File: src/rtl/booth_divider_8bit_if.sv
// Operand/result handshake bundle for the sequential signed divider.
// The master side issues start with operands; the slave side returns results with busy/done.
interface booth_divider_8bit_if #(
    parameter int WIDTH = 8
);
    logic             start;
    logic [WIDTH-1:0] dividend_in;
    logic [WIDTH-1:0] divisor_in;
    logic [WIDTH-1:0] quotient_out;
    logic [WIDTH-1:0] remainder_out;
    logic             busy;
    logic             done;
    logic             div_by_zero;

    modport master (
        output start, dividend_in, divisor_in,
        input  quotient_out, remainder_out, busy, done, div_by_zero
    );

    modport slave (
        input  start, dividend_in, divisor_in,
        output quotient_out, remainder_out, busy, done, div_by_zero
    );
endinterface

File: src/rtl/booth_divider_8bit.sv
// Sequential signed divider: magnitude non-restoring loop, one radix-2 step per clock,
// followed by a single fix-up cycle that corrects the remainder and applies the signs.
module booth_divider_8bit #(
    parameter int WIDTH = 8
) (
    input  logic                 clk,
    input  logic                 rst,
    booth_divider_8bit_if.slave  bus
);
    localparam int CW = $clog2(WIDTH + 1);

    typedef enum logic [1:0] {IDLE, CALC, FIX} state_t;

    state_t           state_q, state_d;
    logic [CW-1:0]    cnt_q, cnt_d;
    logic [WIDTH:0]   p_q, p_d;
    logic [WIDTH-1:0] q_q, q_d;
    logic [WIDTH-1:0] d_q, d_d;
    logic [WIDTH-1:0] dvd_q, dvd_d;
    logic             neg_quo_q, neg_quo_d;
    logic             neg_rem_q, neg_rem_d;
    logic             zero_q, zero_d;
    logic [WIDTH-1:0] quot_q, quot_d;
    logic [WIDTH-1:0] rem_q, rem_d;
    logic             dbz_q, dbz_d;
    logic             busy_q, busy_d;
    logic             done_q, done_d;

    logic [WIDTH-1:0] a_mag, b_mag;
    logic [WIDTH:0]   p_sh, p_step;
    logic [WIDTH-1:0] rem_mag;

    always_comb begin
        a_mag = bus.dividend_in[WIDTH-1] ? (WIDTH'(0) - bus.dividend_in) : bus.dividend_in;
        b_mag = bus.divisor_in[WIDTH-1]  ? (WIDTH'(0) - bus.divisor_in)  : bus.divisor_in;

        // P stays within [-D, D) so WIDTH+1 bits suffice even for D = 2^(WIDTH-1).
        p_sh   = {p_q[WIDTH-1:0], q_q[WIDTH-1]};
        p_step = p_q[WIDTH] ? (p_sh + {1'b0, d_q}) : (p_sh - {1'b0, d_q});

        // Corrected remainder is below D, so only the low WIDTH bits are needed.
        rem_mag = p_q[WIDTH] ? (p_q[WIDTH-1:0] + d_q) : p_q[WIDTH-1:0];
    end

    always_comb begin
        state_d   = state_q;
        cnt_d     = cnt_q;
        p_d       = p_q;
        q_d       = q_q;
        d_d       = d_q;
        dvd_d     = dvd_q;
        neg_quo_d = neg_quo_q;
        neg_rem_d = neg_rem_q;
        zero_d    = zero_q;
        quot_d    = quot_q;
        rem_d     = rem_q;
        dbz_d     = dbz_q;
        busy_d    = busy_q;
        done_d    = 1'b0;

        unique case (state_q)
            IDLE: begin
                if (bus.start) begin
                    dvd_d     = bus.dividend_in;
                    neg_quo_d = bus.dividend_in[WIDTH-1] ^ bus.divisor_in[WIDTH-1];
                    neg_rem_d = bus.dividend_in[WIDTH-1];
                    q_d       = a_mag;
                    d_d       = b_mag;
                    p_d       = '0;
                    cnt_d     = CW'(WIDTH);
                    busy_d    = 1'b1;
                    zero_d    = (bus.divisor_in == '0);
                    state_d   = (bus.divisor_in == '0) ? FIX : CALC;
                end
            end
            CALC: begin
                p_d   = p_step;
                q_d   = {q_q[WIDTH-2:0], ~p_step[WIDTH]};
                cnt_d = cnt_q - CW'(1);
                if (cnt_q == CW'(1)) begin
                    state_d = FIX;
                end
            end
            FIX: begin
                if (zero_q) begin
                    quot_d = '1;
                    rem_d  = dvd_q;
                    dbz_d  = 1'b1;
                end else begin
                    quot_d = neg_quo_q ? (WIDTH'(0) - q_q) : q_q;
                    rem_d  = neg_rem_q ? (WIDTH'(0) - rem_mag) : rem_mag;
                    dbz_d  = 1'b0;
                end
                p_d     = '0;
                done_d  = 1'b1;
                busy_d  = 1'b0;
                state_d = IDLE;
            end
            default: state_d = IDLE;
        endcase
    end

    always_ff @(posedge clk or negedge rst) begin
        if (!rst) begin
            state_q   <= IDLE;
            cnt_q     <= '0;
            p_q       <= '0;
            q_q       <= '0;
            d_q       <= '0;
            dvd_q     <= '0;
            neg_quo_q <= 1'b0;
            neg_rem_q <= 1'b0;
            zero_q    <= 1'b0;
            quot_q    <= '0;
            rem_q     <= '0;
            dbz_q     <= 1'b0;
            busy_q    <= 1'b0;
            done_q    <= 1'b0;
        end else begin
            state_q   <= state_d;
            cnt_q     <= cnt_d;
            p_q       <= p_d;
            q_q       <= q_d;
            d_q       <= d_d;
            dvd_q     <= dvd_d;
            neg_quo_q <= neg_quo_d;
            neg_rem_q <= neg_rem_d;
            zero_q    <= zero_d;
            quot_q    <= quot_d;
            rem_q     <= rem_d;
            dbz_q     <= dbz_d;
            busy_q    <= busy_d;
            done_q    <= done_d;
        end
    end

    assign bus.quotient_out  = quot_q;
    assign bus.remainder_out = rem_q;
    assign bus.div_by_zero   = dbz_q;
    assign bus.busy          = busy_q;
    assign bus.done          = done_q;
endmodule

File: src/flat_wrapper.sv
// flat-port wrapper written by rule: the top's interface ports become plain ports
module booth_divider_8bit_flat 
#(
    parameter int WIDTH = 8
)
  (clk, rst, bus_start, bus_dividend_in, bus_divisor_in, bus_quotient_out, bus_remainder_out, bus_busy, bus_done, bus_div_by_zero);
  booth_divider_8bit_if #(.WIDTH(WIDTH)) bus_i ();
  input  logic clk;
  input  logic rst;
  input wire logic [$bits(bus_i.start)-1:0] bus_start;
  input wire logic [$bits(bus_i.dividend_in)-1:0] bus_dividend_in;
  input wire logic [$bits(bus_i.divisor_in)-1:0] bus_divisor_in;
  output wire logic [$bits(bus_i.quotient_out)-1:0] bus_quotient_out;
  output wire logic [$bits(bus_i.remainder_out)-1:0] bus_remainder_out;
  output wire logic [$bits(bus_i.busy)-1:0] bus_busy;
  output wire logic [$bits(bus_i.done)-1:0] bus_done;
  output wire logic [$bits(bus_i.div_by_zero)-1:0] bus_div_by_zero;
  assign bus_i.start = bus_start;
  assign bus_i.dividend_in = bus_dividend_in;
  assign bus_i.divisor_in = bus_divisor_in;
  assign bus_quotient_out = bus_i.quotient_out;
  assign bus_remainder_out = bus_i.remainder_out;
  assign bus_busy = bus_i.busy;
  assign bus_done = bus_i.done;
  assign bus_div_by_zero = bus_i.div_by_zero;
  booth_divider_8bit #(.WIDTH(WIDTH)) u_core (.clk(clk), .rst(rst), .bus(bus_i));
endmodule
File: config.mk
export PLATFORM = sky130hd
export DESIGN_NAME = booth_divider_8bit_flat
export DESIGN_NICKNAME = d
export VERILOG_FILES = /design/src/rtl/booth_divider_8bit_if.sv /design/src/rtl/booth_divider_8bit.sv /design/src/flat_wrapper.sv
export SDC_FILE = /design/constraint.sdc
export NUM_CORES = 1
export LEC_CHECK = 0
export ABC_AREA = 0
export BUFFER_PORTS_ARGS = -buffer_cell sky130_fd_sc_hd__buf_4
export CORE_ASPECT_RATIO = 0.75
export CORE_MARGIN = 5
export CORE_UTILIZATION = 51
export CTS_BUF_LIST = sky130_fd_sc_hd__clkbuf_4 sky130_fd_sc_hd__clkbuf_8 sky130_fd_sc_hd__clkbuf_16
export DETAILED_ROUTE_END_ITERATION = 8
export PLACE_DENSITY = 0.7
export SLEW_MARGIN = 20
export SYNTH_ARGS = -nofsm -noshare
export SYNTH_HDL_FRONTEND = slang
export SYNTH_SLANG_ARGS = --single-unit
File: constraint.sdc
create_clock -name clk -period 8.84 [get_ports clk]
set_clock_uncertainty 0.15 [all_clocks]
set_input_delay 0 -clock clk [delete_from_list [all_inputs] [get_ports clk]]
set_output_delay 0 -clock clk [all_outputs]
set_load 0.01 [all_outputs]
; ---- Word level (Yosys, flattened, before mapping)
; Index checks and enable logic that the tools add are counted.
[op_classes]
add_sub_neg = 8
muxes = 22
reduce_logical = 10
eq_ne = 5
bitwise = 2
[op_table]
columns = op, count
row1 = 2-to-1 mux 8 bit, 8
row2 = "subtractor 1 x 8 -> 8 bit, first input constant", 4
row3 = case mux 9 bit (3 select lines), 1
row4 = 2-to-1 mux 9 bit, 2
row5 = case mux 8 bit (2 select lines), 1
row6 = AND reduction 2 bit, 5
row7 = adder 9 x 8 -> 9 bit, 1
row8 = subtractor 9 x 8 -> 9 bit, 1
row9 = adder 8 bit, 1
row10 = zero test 8 bit, 1
row11 = case mux 4 bit (2 select lines), 1
row12 = 2-to-1 mux 2 bit, 3
row13 = "== test 4 x 1 -> 1 bit, second input constant", 1
row14 = 2-to-1 mux 4 bit, 1
row15 = case mux 2 bit (2 select lines), 1
row16 = nonzero test 2 bit, 2
row17 = "subtractor 4 x 1 -> 4 bit, second input constant", 1
row18 = 2-to-1 mux 1 bit, 3
row19 = nonzero test 3 bit, 1
row20 = "== test 2 x 1 -> 1 bit, second input constant", 1
row21 = "== test 2 bit, second input constant", 1
row22 = zero test 2 bit, 1
row23 = "!= test 2 x 1 -> 1 bit, second input constant", 1
row24 = "!= test 2 bit, second input constant", 1
row25 = other kinds (3), 3
[totals]
wordCells = 61
inputBits = 19
reg_bits = 61

; ---- Longest topological paths before layout
; Gate-level depths: netlist of run 1.
[depth]
ltp_word = 5
ltp_mapped = 13
mapped_depth_nobuf = 12

; ---- Least setup slack after synthesis of run 1
; OpenSTA, ideal clock, no wires.
[synth_path]
kind = register to register
start = register u_core.p_q[8]
end = register u_core.p_q[7]
setup_slack_ns = 5.601
arrival_time_ns = 2.954
setup_time_ns = 0.135
required_ns = 8.555
path_stages_with_launch = 13
path_buffers = 3
period_less_slack_ns = 3.239
path_cell_list = dfrtp_1 > clkbuf_1 > clkbuf_1 > buf_1 > mux2_2 > ha_1 > a21o_1 > a21oi_1 > o21ai_0 > a2111o_1 > o311a_1 > xnor2_1 > o21ai_0
[synth_via]
elab_chain_len = 2
[synth_lines]
columns = item, line
row1 = start: declaration, booth_divider_8bit.sv:16  ; logic [WIDTH:0] p_q, p_d;
row2 = start signal: assignment, booth_divider_8bit.sv:122  ; p_q <= p_d;
row3 = 2-to-1 mux 9 bit, booth_divider_8bit.sv:39  ; p_step = p_q[WIDTH] ? (p_sh + {1'b0, d_q}) : (p_sh - {1'b0, d_q});
row4 = case mux 9 bit (3 select lines), booth_divider_8bit.sv:61  ; unique case (state_q)
; Every way passes these cells.
; A chain may end at the register's enable or synchronous reset.

; ---- Final worst setup path of run 1
; Same ends and word-level chain as after synthesis.

==> results.md, run 1 <==
- The internal power of the cells totals between 1 and 1.5 mW.
- Summing all non-filler instances in the final layout gives an area of between 0.004 and 0.005 sq mm.
- The routed length per placed instance is between 15 and 20 um.
- The static leakage is 2.17 nW.
- For the pin with the worst max-slew slack, the measured transition is 1010 ps.
- The endpoint required time on the critical path is a little under 9000 ps.
- CTS placed an instance of clkbuf_8 at the clock tree root.
- The number of global-route vias before repair was between 3000 and 4000.
- The initial antenna violation count is 0.
- The CTS tree is done.
- Along the worst path, the maximum fanout reaches 26.
- Setup violations remaining at the end of the flow were counted as 0.
- In the finished design, the share of the clock period the worst path needs comes to 35.7%.
- The die is ~85 um tall.
- The clock net in this run drives a total of 60 sinks.
- By count the netlist is led by 67 x nand2_1, 60 x dfrtp_1, 41 x nor2_1, 41 x o21ai_0, 39 x a21oi_1.
- Once layout is complete, the utilization of the core stands at about 62%.
- During synthesis, Yosys emitted a total of 0 warnings.
- In the routed design, unresolved DRC markers number 0.
- In this run the worst hold path is classified as in2async.
- The share of synthesized area in the top cell type comes to around 39%.
- The number of vias per cell after detailed routing is ~5.5.
- The max-slew violation count is 0.
- By instance count, the leading cell after synthesis is nand2_1.
- The maximum clock frequency is between 300 and 400 MHz.
- The worst setup path is of the reg2reg kind.
- Setup repair after global routing left no endpoint under its margin.
- TritonCTS created 9 clock buffers.
- Of the total power, the share spent switching nets is 45.2%.
- 0 antenna diodes ended up in the layout.
- The instance area after placement is 0.00419 sq mm.
- The setup total negative slack is 0 ps.
- The synthesized design contains 0 enable-type register cells.
- The number of distinct library cell variants in the gate-level netlist after synthesis is between 40 and 50.
- The number of maximum-capacitance constraint violations is 0.
- The remaining global-route overflow is 0.
- The fraction of registers with async set/reset is between 90% and 100%.
- The detail route stage leaves a number of antenna-violating nets equal to 0.
- The flow ran to the end, and the final reports show no timing, DRC or antenna violations.
- The starting density of the core is 52.5%.
- The area share of fa/ha/maj cells after synthesis is about 8.2%.
- The detailed-routing iteration count for the pre-antenna-repair pass is 5.
- The net switching power figure is roughly 0.85 mW.
- The register-to-register path setup slack is between 5000 and 6000 ps.
- The share of power burned in combinational logic is a little under three fifths.
- The number of design-rule violations left by the first detailed-router iteration is around 180.
- Relative to the synthesized area, the layout overhead comes to 18.9%.
- The multiplexer fraction of the synthesized cell area is around 2.9%.
- The die is 111 um wide.
- The layout cell share with drive strength beyond 1 is a little under an eighth.
- The number of synthesized register bits is 60.
- For this run, the post-layout net count is approximately 550.
- The floorplan step defined a die boundary enclosing around 0.0094 sq mm.
- The final critical delay including setup and external delays is around 3200 ps.
- The final estimated routing congestion in global placement is 0.898.
- The simple-gate area share of the yosys netlist is between 10% and 20%.
- The XOR/XNOR share of the synthesized area is just under 9%.
- The largest net degree at the start of global routing is between 60 and 70.
- The critical path data arrival time is 3210 ps.
- The maximum resistive drop on vdd is ~0.00018 V.
- After synthesis, the largest family of logic cells by area is simple AND/OR/NAND/NOR gates.
- The gate count of the mapped netlist is about 460.
- The compound-cell area share of the yosys netlist is between 15 and 20%.
- The clock latency on the worst-skew pair is 340 ps.
- The worst pin sits at a relative slew slack of 32.6%.
- The post-synthesis area per instance is about 8.5 sq um.
- Sequential cells burn between 30% and 40% of the power.
- The number of hold violations in the final report is 0.
- The via count of the routed design is roughly 3400.
- The maximum buffer depth of the clock tree is 2.
- The kind of capture point of the worst setup path is a flip-flop.
- The startpoint type of the worst setup path is a flip-flop.
- The clock network burns about an eighth of the power.
- The largest total area in the synthesized netlist belongs to dfrtp_1.
- The wire length of the first global-routing pass is about 16 mm.
- The synthesized net count is 498.
- The count of input and output buffers is 37.
- The power density over cell area is between 400 and 500 mW/mm^2.
- In this run the standard cell core region covers 0.00736 sq mm.
- The final hold slack is around 130 ps.
- The total power is 1.87 mW.
- The placement row count is 27.
- The share of synthesized area occupied by flip-flops and latches is between 30% and 40%.
- For this run, the total global-route usage over all layers was measured as 21.4%.
- In this run the post-CTS setup repair buffer count came out at 0.
- Summing every instance area after synthesis gives between 0.003 and 0.004 sq mm.
- Clock-pin slew was measured on the worst setup and hold paths at roughly 70 ps.
- Detailed placement ended at an HPWL of 6.67 mm.
- For this block, the routed nets add up to about 9.4 mm of wire.
- The main flop type after synthesis is dfrtp_1.
- By area the synthesized netlist is led by dfrtp_1 39%, ha_1 7.1%, nand2_1 6.5%.
- For this design the top-level I/O count stands at 38.
- The H-tree depth is 3.
-- area by class of cell --
cell class	count	area (sq um)
inverter	21	78.8
clock buffer	11	151
tap	101	126
fill	666	2760
sequential	60	1500
multi-input combinational	351	2200
timing repair buffer	61	515
clock inverter	4	25.0
-- logic make-up (layout without fill, tap and decap cells) --
group / Yosys count / after routing
xor gates and xnor gates: 39 / 39
DFF: 60 / 60
adders and majority gates: 24 / 24
buffers and inverters: 44 / 97
and+or+nand+nor: 161 / 161
AOI/OAI and AO/OA: 116 / 116
muxes: 11 / 11
-- per-stage QoR --
stage	std cells	setup slack, ps
floorplan	455	5600
global placement	571	5790
detailed placement	571	5720
CTS	609	5710
global route	609	5490
finish	609	5680
-- sequential cells by signal (all words and copies together), names as in the netlist --
| register | flops |
|---|---|
| u_core.p_q | 9 |
| u_core.bus.quotient_out | 8 |
| u_core.bus.remainder_out | 8 |
| u_core.d_q | 8 |
| u_core.q_q | 8 |
| u_core.dvd_q | 7 |
| u_core.cnt_q | 4 |
| u_core.state_q | 2 |
| u_core.bus.busy | 1 |
| u_core.bus.div_by_zero | 1 |
| u_core.bus.done | 1 |
| u_core.neg_quo_q | 1 |
| u_core.neg_rem_q | 1 |
| u_core.zero_q | 1 |
-- per-layer routing --
layer	share of wire (%)	GRT usage (%)	wire [um]	vias up
met5	0	0	0	-
met4	0.60	5.15	57	0
met3	6.4	3.92	607	5
met2	44	33.0	4150	110
met1	49	31.1	4620	1600
li1	-	-	-	1660
-- worst max-delay path, cell delays in order, from the launching register on --
cell	delay (ps)
dfrtp_1	880
mux2_2	430
ha_1	270
a21o_1	170
a21oi_1	210
o21ai_0	140
a2111o_1	420
o311a_1	120
xnor2_1	140
o21ai_0	90
-- cell usage in the layout (no fill, tap or decap), types with 3 or more instances in the layout --
master,netlist,layout
dlygate4sd3_1,0,23
or3_1,4,4
ha_1,22,22
and3_1,3,3
nor2_1,41,41
nand2b_1,9,9
xnor2_1,12,12
a22oi_1,5,5
a31oi_1,3,3
nor3_1,8,8
a211oi_1,3,3
buf_4,0,38
dfrtp_1,60,60
clkbuf_8,0,11
mux2i_1,9,9
a21oi_1,39,39
nand2_1,67,67
xor2_1,27,27
o21ai_0,41,41
a21o_1,3,3
inv_1,21,21
nor4b_1,4,4
nor2b_1,7,7
nand3_1,3,3
o31ai_1,7,7
nor3b_1,6,6
-- what timing repair did --
action | 4_1_cts | 5_1_grt
endpoints found under the hold margin | 95 | 0
resized for setup | 0 | 0
endpoints found under the setup margin | 0 | 0
hold buffers | 23 | 0
-- power by group through the flow --
stage	clock network [mW]	registers [mW]	logic [mW]
finish	0.227	0.570	1.07
CTS	0.234	0.567	1.08
floorplan	0	0.511	0.852
detailed placement	0	0.573	1.06
global route	0.244	0.593	1.23
global placement	0	0.567	1.03
-- path summary, 6_finish.rpt --
path,startpoint,cells after the start,endpoint
min,rst,2,u_core.p_q[4]
min reg2reg,u_core.bus.quotient_out[0],2,u_core.bus.quotient_out[0]
max in group asynchronous,rst,2,u_core.bus.remainder_out[4]
max reg2reg,u_core.p_q[8],9,u_core.p_q[7]
max,u_core.p_q[8],9,u_core.p_q[7]
min in group clk,bus_dividend_in[6],4,u_core.dvd_q[6]
(Power assumes the default switching activity.)
==> inputs of run 2 (changes only) <==
==> constraint.sdc (replaced) <==
create_clock -name clk -period 3.23 [get_ports clk]
set_clock_uncertainty 0.15 [all_clocks]
set_input_delay 0 -clock clk [delete_from_list [all_inputs] [get_ports clk]]
set_output_delay 0 -clock clk [all_outputs]
set_load 0.01 [all_outputs]
==> results.md, run 2 (synthesized netlist as in run 1, its figures left out) <==
- The count of input and output buffers is 37.
- The wire length of the first global-routing pass is roughly 16 mm.
- The I/O pin count is 38.
- Of the cells placed in the final design, the portion with a size suffix greater than 1 is about an eighth.
- For this design, the sink count on the clock tree is 60.
- The maximum buffer depth of the clock tree is 2.
- The H-tree depth is 3.
- The most common library cell in the layout ignoring fill and taps is nand2_1.
- The register-to-register path setup slack is just over 300 ps.
- The maximum clock frequency is about 340 MHz.
- The maximum resistive drop on vdd is 0.000454 V.
- The CTS tree is done.
- For this run, design rule violations remaining after detail routing come to 0.
- On the worst path, the slowest cell contributes a delay of roughly 470 ps.
- The worst setup path is captured at a flip-flop.
- The clock-pin slew on the worst setup and hold paths is 70 ps.
- The origin of the worst setup path is u_core.d_q[1].
- In the layout the commonest cells are 67 x nand2_1, 60 x dfrtp_1, 43 x buf_4.
- The detailed router placed roughly 3400 vias in this run.
- The initial antenna violation count came to 0.
- The number of maximum-capacitance constraint violations is 0.
- The max-slew violation count is 0.
- The horizontal extent of the die is around 110 um.
- By startpoint and endpoint, the worst setup path is classified as reg2reg.
- The maximum fanout count along the critical path is 7.
- Measured against its own limit, the worst slew margin works out to around half.
- The flip-flop count of the largest register after layout is 9.
- The number of global-route vias before repair was around 3300.
- The endpoint required time on the critical path is about 3300 ps.
- In this run the remaining antenna-violating nets after routing total 0.
- The final estimated routing congestion in global placement is 0.991.
- The cell family contributing the most delay on the critical path is compound AO/OA/AOI/OAI gates.
- The clock latency on the worst-skew pair is 340 ps.
- The number of vias per cell after detailed routing is between 5 and 6.
- The final layout contains routed wiring with a total length of approximately 9 mm.
- The final number of setup-violating endpoints is 0.
- Global routing used a little over a fifth of the available tracks across all layers.
- Among all stages on the critical path, the largest delay is contributed by dfrtp_1.
- The endpoint identified for the worst register-to-register timing path is u_core.p_q[7].
- The total number of nets in the final design is 551.
- The static leakage is between 2 and 2.5 nW.
- The worst path in the final design needs a cycle of 2920 ps, including I/O delays and setup.
- The post-detailed-placement half-perimeter wirelength is between 6 and 7 mm.
- For the pin with the worst max-slew slack, the measured transition is just under 800 ps.
- The register with the most flip-flops in the final layout is u_core.p_q.
- Entering global routing, the biggest net connects 61 pins.
- The start of the worst register-to-register path is u_core.d_q[1].
- In this run the standard cell core region covers about 0.0074 sq mm.
- The number of placed instances with taps included is ~580.
- The number of standard cells in the final layout excluding fillers is roughly 600.
- The class of the worst hold path is in2async.
- The setup total negative slack is 0 ps.
- The library cell used as clock root buffer is clkbuf_8.
- The number of antenna cells inserted is 0.
- Setup repair after global routing left no endpoint under its margin.
- The detailed-routing iteration count for the pre-antenna-repair pass is 5.
- The number of fill cells is 659.
- The count of buffering cells on the critical path with inverters included is 1.
- For this block, the initial DRC count from the detailed router was 191.
- After clock tree synthesis, the repair step resized 0 gates.
- After detailed routing, the average wire length per cell comes to about 15 um.
- The number of hold violations in the final report is 0.
- The area growth from synthesis to layout is 20.0%.
- The worst setup path is launched from a flip-flop.
- Cells fill a little over three fifths of the core in the end.
- The power density over cell area is 1120 mW/mm^2.
- Row generation in the floorplan step produced 27 rows.
- The total overflow left after global routing is 0.
- Walking the worst path, the cells encountered are inv_1, ha_1, mux2_2, ha_1, a21o_1, a21oi_1, o21ai_0, a2111o_1, o311a_1, xnor2_1, o21ai_0.
- Counting cells, the worst reg-to-reg path comes to 11.
- The flow ran to the end, and the final reports show no timing, DRC or antenna violations.
- The floorplan step defined a die boundary enclosing around 0.0094 sq mm.
- Buffers added to address setup during post-CTS repair amount to 0.
- STA puts the critical path data arrival time at just under 3000 ps.
- The initial utilization of the core area, before any placement, comes to roughly 53%.
- Counting the buffers created by CTS gives 9.
- The die outline height is roughly 85 um.
- After layout, the worst path uses between 90% and 100% of the clock period.
## run 2: report_power, final
part,switching [mW],leakage [nW],internal [mW]
combinational,1.61,1.36,1.42
clock,0.313,0.0910,0.351
sequential,0.398,0.742,1.10
## run 2: worst register-to-register path, delay by kind of cell, from the launching register on
kind	cells	cell delay [ps]
AOI/OAI and AO/OA	6	1140
xor gates and xnor gates	1	120
adders and majority gates	2	540
buffers and inverters	1	80
DFF	1	470
muxes	1	280
## run 2: repair_timing
| action | in CTS | in global routing |
|---|---|---|
| hold endpoints to repair | 95 | 0 |
| hold buffers | 22 | 0 |
| setup endpoints to repair | 0 | 0 |
## run 2: worst max-delay path by stage
stage | to | slack (ps) | cells past startpoint
final | u_core.p_q[7] | 310 | 11
after global routing | u_core.q_q[0] | 70 | 12
after CTS | u_core.p_q[7] | 300 | 11
after detailed placement | u_core.p_q[7] | 310 | 11
after global placement | u_core.p_q[7] | 380 | 11
after floorplan | u_core.p_q[7] | 90 | 12
## run 2: final cells by class
| cell class | instances | area, sq um | share of cell area, % |
|---|---|---|---|
| multi-input cells | 351 | 2200 | 47.4 |
| flip-flops and latches | 60 | 1500 | 32.3 |
| repair buffers | 65 | 543 | 11.7 |
| well taps | 101 | 126 | 2.72 |
| clock buffers | 9 | 124 | 2.67 |
| inverters | 21 | 78.8 | 1.70 |
| clock inverters | 7 | 67.6 | 1.46 |
## run 2: layer usage
layer | GRT usage [%] | part of all wire [%]
met1 | 29.7 | 50
met2 | 32.5 | 44
met3 | 5.63 | 5.6
met4 | 4.81 | 1.0
met5 | 0 | 0
## run 2: metrics by stage
| step | total power, mW | setup WS [ps] | hold slack [ps] | instance area [sq um] |
|---|---|---|---|---|
| after floorplan | 3.73 | 91.0 | -446 | 3870 |
| after global placement | 4.41 | 379 | -26.8 | 4230 |
| after detailed placement | 4.50 | 313 | -26.1 | 4230 |
| after CTS | 5.21 | 298 | 145 | 4640 |
| after global routing | 5.74 | 66.8 | 212 | 4640 |
| final | 5.19 | 308 | 124 | 4640 |
==> inputs of run 3 (changes only) <==
--- a/config.mk
+++ b/config.mk
@@ -6,13 +6,13 @@
 export NUM_CORES = 1
 export LEC_CHECK = 0
 export ABC_AREA = 0
-export BUFFER_PORTS_ARGS = -buffer_cell sky130_fd_sc_hd__buf_4
 export CORE_ASPECT_RATIO = 0.75
 export CORE_MARGIN = 5
 export CORE_UTILIZATION = 51
 export CTS_BUF_LIST = sky130_fd_sc_hd__clkbuf_4 sky130_fd_sc_hd__clkbuf_8 sky130_fd_sc_hd__clkbuf_16
 export DETAILED_ROUTE_END_ITERATION = 8
-export PLACE_DENSITY = 0.7
+export DONT_BUFFER_PORTS = 1
+export PLACE_DENSITY = 0.66
 export SLEW_MARGIN = 20
 export SYNTH_ARGS = -nofsm -noshare
 export SYNTH_HDL_FRONTEND = slang
==> results.md, run 3 (synthesized netlist as in run 1, its figures left out) <==
- The slowest cell on the critical path is dfrtp_1.
- Detailed routing inserted a total of between 3000 and 4000 vias.
- The worst setup path is launched from a flip-flop.
- The register with the most flip-flops in the layout has 9 of them.
- The global routing usage summed across all routing layers is between 20% and 30%.
- The actual transition at the worst max-transition pin is about 660 ps.
- The maximum resistive drop on vdd is 0.000641 V.
- In this run the core area contains 27 standard-cell rows.
- The maximum fanout count along the critical path is 5.
- In this run the count of I/O pins placed on the die edge is 38.
- The number of buffers created by CTS is 9.
- The final critical delay including setup and external delays is roughly 2900 ps.
- Setup violations remaining at the end of the flow were counted as 0.
- The ratio of final minimum period to clock period is roughly nine tenths.
- The number of design-rule violations left by the first detailed-router iteration is ~280.
- The library cell used most frequently in the layout, excluding fill and tap cells, is nand2_1.
- The multi-input combinational cells in the finished layout cover a total of between 0.002 and 0.0025 sq mm.
- The first detailed-routing pass ran for 5 iterations.
- The kind of capture point of the worst setup path is a flip-flop.
- The wire length of the first global-routing pass is about 16 mm.
- Summed over all nets, the switching power comes to between 2 and 2.5 mW.
- Timing would allow up to around 340 MHz.
- Walking the worst path, the cells encountered are inv_1, ha_1, mux2_2, ha_1, a21o_1, a21oi_1, o21ai_0, a2111o_1, o311a_1, xnor2_1, o21ai_0.
- In this run the deepest clock path goes through 2 buffers.
- The remaining global-route overflow is 0.
- The critical path in this run is classified as reg2reg.
- The number of vias per cell after detailed routing is approximately 5.6.
- The post-detailed-placement half-perimeter wirelength is ~6.6 mm.
- From bottom edge to top edge, the die measures approximately 85 um.
- In the final layout, the share of cells above drive strength 1 is under 10%.
- In this run the clock root is driven by a clkbuf_8.
- Internal power comes to approximately 2.8 mW.
- The endpoint required time on the critical path is between 3000 and 4000 ps.
- The number of hold violations in the final report is 0.
- The largest net degree at the start of global routing is 61.
- At the worst endpoint, the arrival time is between 2000 and 3000 ps.
- The wire length reported by the detailed router is between 9 and 10 mm.
- Sequential cells burn between 30% and 40% of the power.
- The final core area utilization is between 60% and 70%.
- The run finished with clean final reports.
- The total area inside the core boundary comes to around 0.0074 sq mm.
- The number of maximum-capacitance constraint violations is 0.
- During placement, the flow inserted port buffers numbering 0.
- The detail route stage leaves a number of antenna-violating nets equal to 0.
- Leaving out fill and tap cells, the most frequent cells in the layout are 67 x nand2_1, 59 x dfrtp_1, 41 x nor2_1, 41 x o21ai_0, 39 x a21oi_1.
- The starting density of the core is roughly 53%.
- In this run the static leakage power is 2.02 nW.
- The largest single stage delay on the critical path is approximately 440 ps.
- After clock tree synthesis, the clock-pin slew on the worst setup and hold paths is about 70 ps.
- Setup repair after global routing left no endpoint under its margin.
- The number of global-route vias before repair was between 3000 and 4000.
- The register with the most flip-flops is u_core.p_q.
- The share of total power in the clock network is 13.1%.
- Relative to the synthesized area, the layout overhead comes to 14.6%.
- The setup total negative slack is 0 ps.
- In the final routed layout, each cell accounts on average for around 16 um.
- The worst hold path belongs to the class in2async.
- The clock latency on the worst-skew pair is 320 ps.
- The share of power burned in combinational logic is 55.9%.
- The final layout contains just over 500 nets.
- The die is 111 um wide.
- The DRC violations left is 0.
- The H-tree depth is 3.
- At the end of routability-driven placement, the weighted congestion stood at between 0.9 and 1.
- Net switching is 45.5% of the power.
- The initial antenna violation count is 1.
- TritonCTS built the clock tree.
- The total power is just over 5 mW.
- The clock drives 60 sinks.
- The die covers 0.00945 sq mm.
- The max-slew violation count is 0.
- The worst slew margin relative to its limit is a little under three fifths.
- For this design the ratio of total power to cell area is 1150 mW/mm^2.
- The number of fill cells is around 670.
- The area taken by flip-flops and latches is 0.00150 sq mm.
run 3: layout make-up:
class,instances,area share (%)
Multi-Input combinational cell,351,49.7
Sequential cell,60,33.9
Timing Repair Buffer,32,7.34
Clock buffer,10,2.96
Tap cell,101,2.85
Inverter,21,1.78
Clock inverter,6,1.47
Antenna cell,1,0.0564
run 3: layer usage:
metal  global-route usage, %  wire, um
met5                       0         0
met4                    4.03       110
met3                    4.99       653
met2                    31.2      3990
met1                    30.6      4650
run 3: critical path, delay by kind of cell, from the launching register on:
family / cells / cell delay (ps)
buffers and inverters: 1 / 80
AOI/OAI and AO/OA: 6 / 1140
xor gates and xnor gates: 1 / 130
DFF: 1 / 440
muxes: 1 / 280
adders and majority gates: 2 / 570
run 3: through the flow:
step	instances	setup slack, ps	area [sq um]	hold slack (ps)
3_3_place_gp	538	374	3950	-443
3_5_place_dp	538	300	3950	-443
6_report	582	320	4430	43.9
4_1_cts	581	273	4430	46.5
2_1_floorplan	455	91.0	3870	-446
5_1_grt	582	22.4	4430	71.5
run 3: worst paths after layout:
check,from,endpoint,slack [ps],cells after the start
max in group asynchronous,rst,u_core.d_q[1],2620,2
min in group clk,bus_start,u_core.bus.busy,70,2
min reg2reg,u_core.dvd_q[2],u_core.dvd_q[2],330,2
max reg2reg,u_core.d_q[0],u_core.p_q[7],320,11
min,rst,u_core.d_q[6],40,2
max,u_core.d_q[0],u_core.p_q[7],320,11
run 3: what timing repair did:
action                                  4_1_cts  5_1_grt
resized for setup                             0        1
hold buffers                                 27        0
hold endpoints to repair                     97        0
endpoints found under the setup margin        0        2
buffers inserted                              0        0
run 3: power groups by stage:
stage | registers (mW) | logic (mW) | clock network (mW)
2_1_floorplan | 1.40 | 2.33 | 0
3_3_place_gp | 1.58 | 2.67 | 0
3_5_place_dp | 1.59 | 2.74 | 0
5_1_grt | 1.64 | 3.27 | 0.728
6_report | 1.58 | 2.85 | 0.669
4_1_cts | 1.57 | 2.84 | 0.686
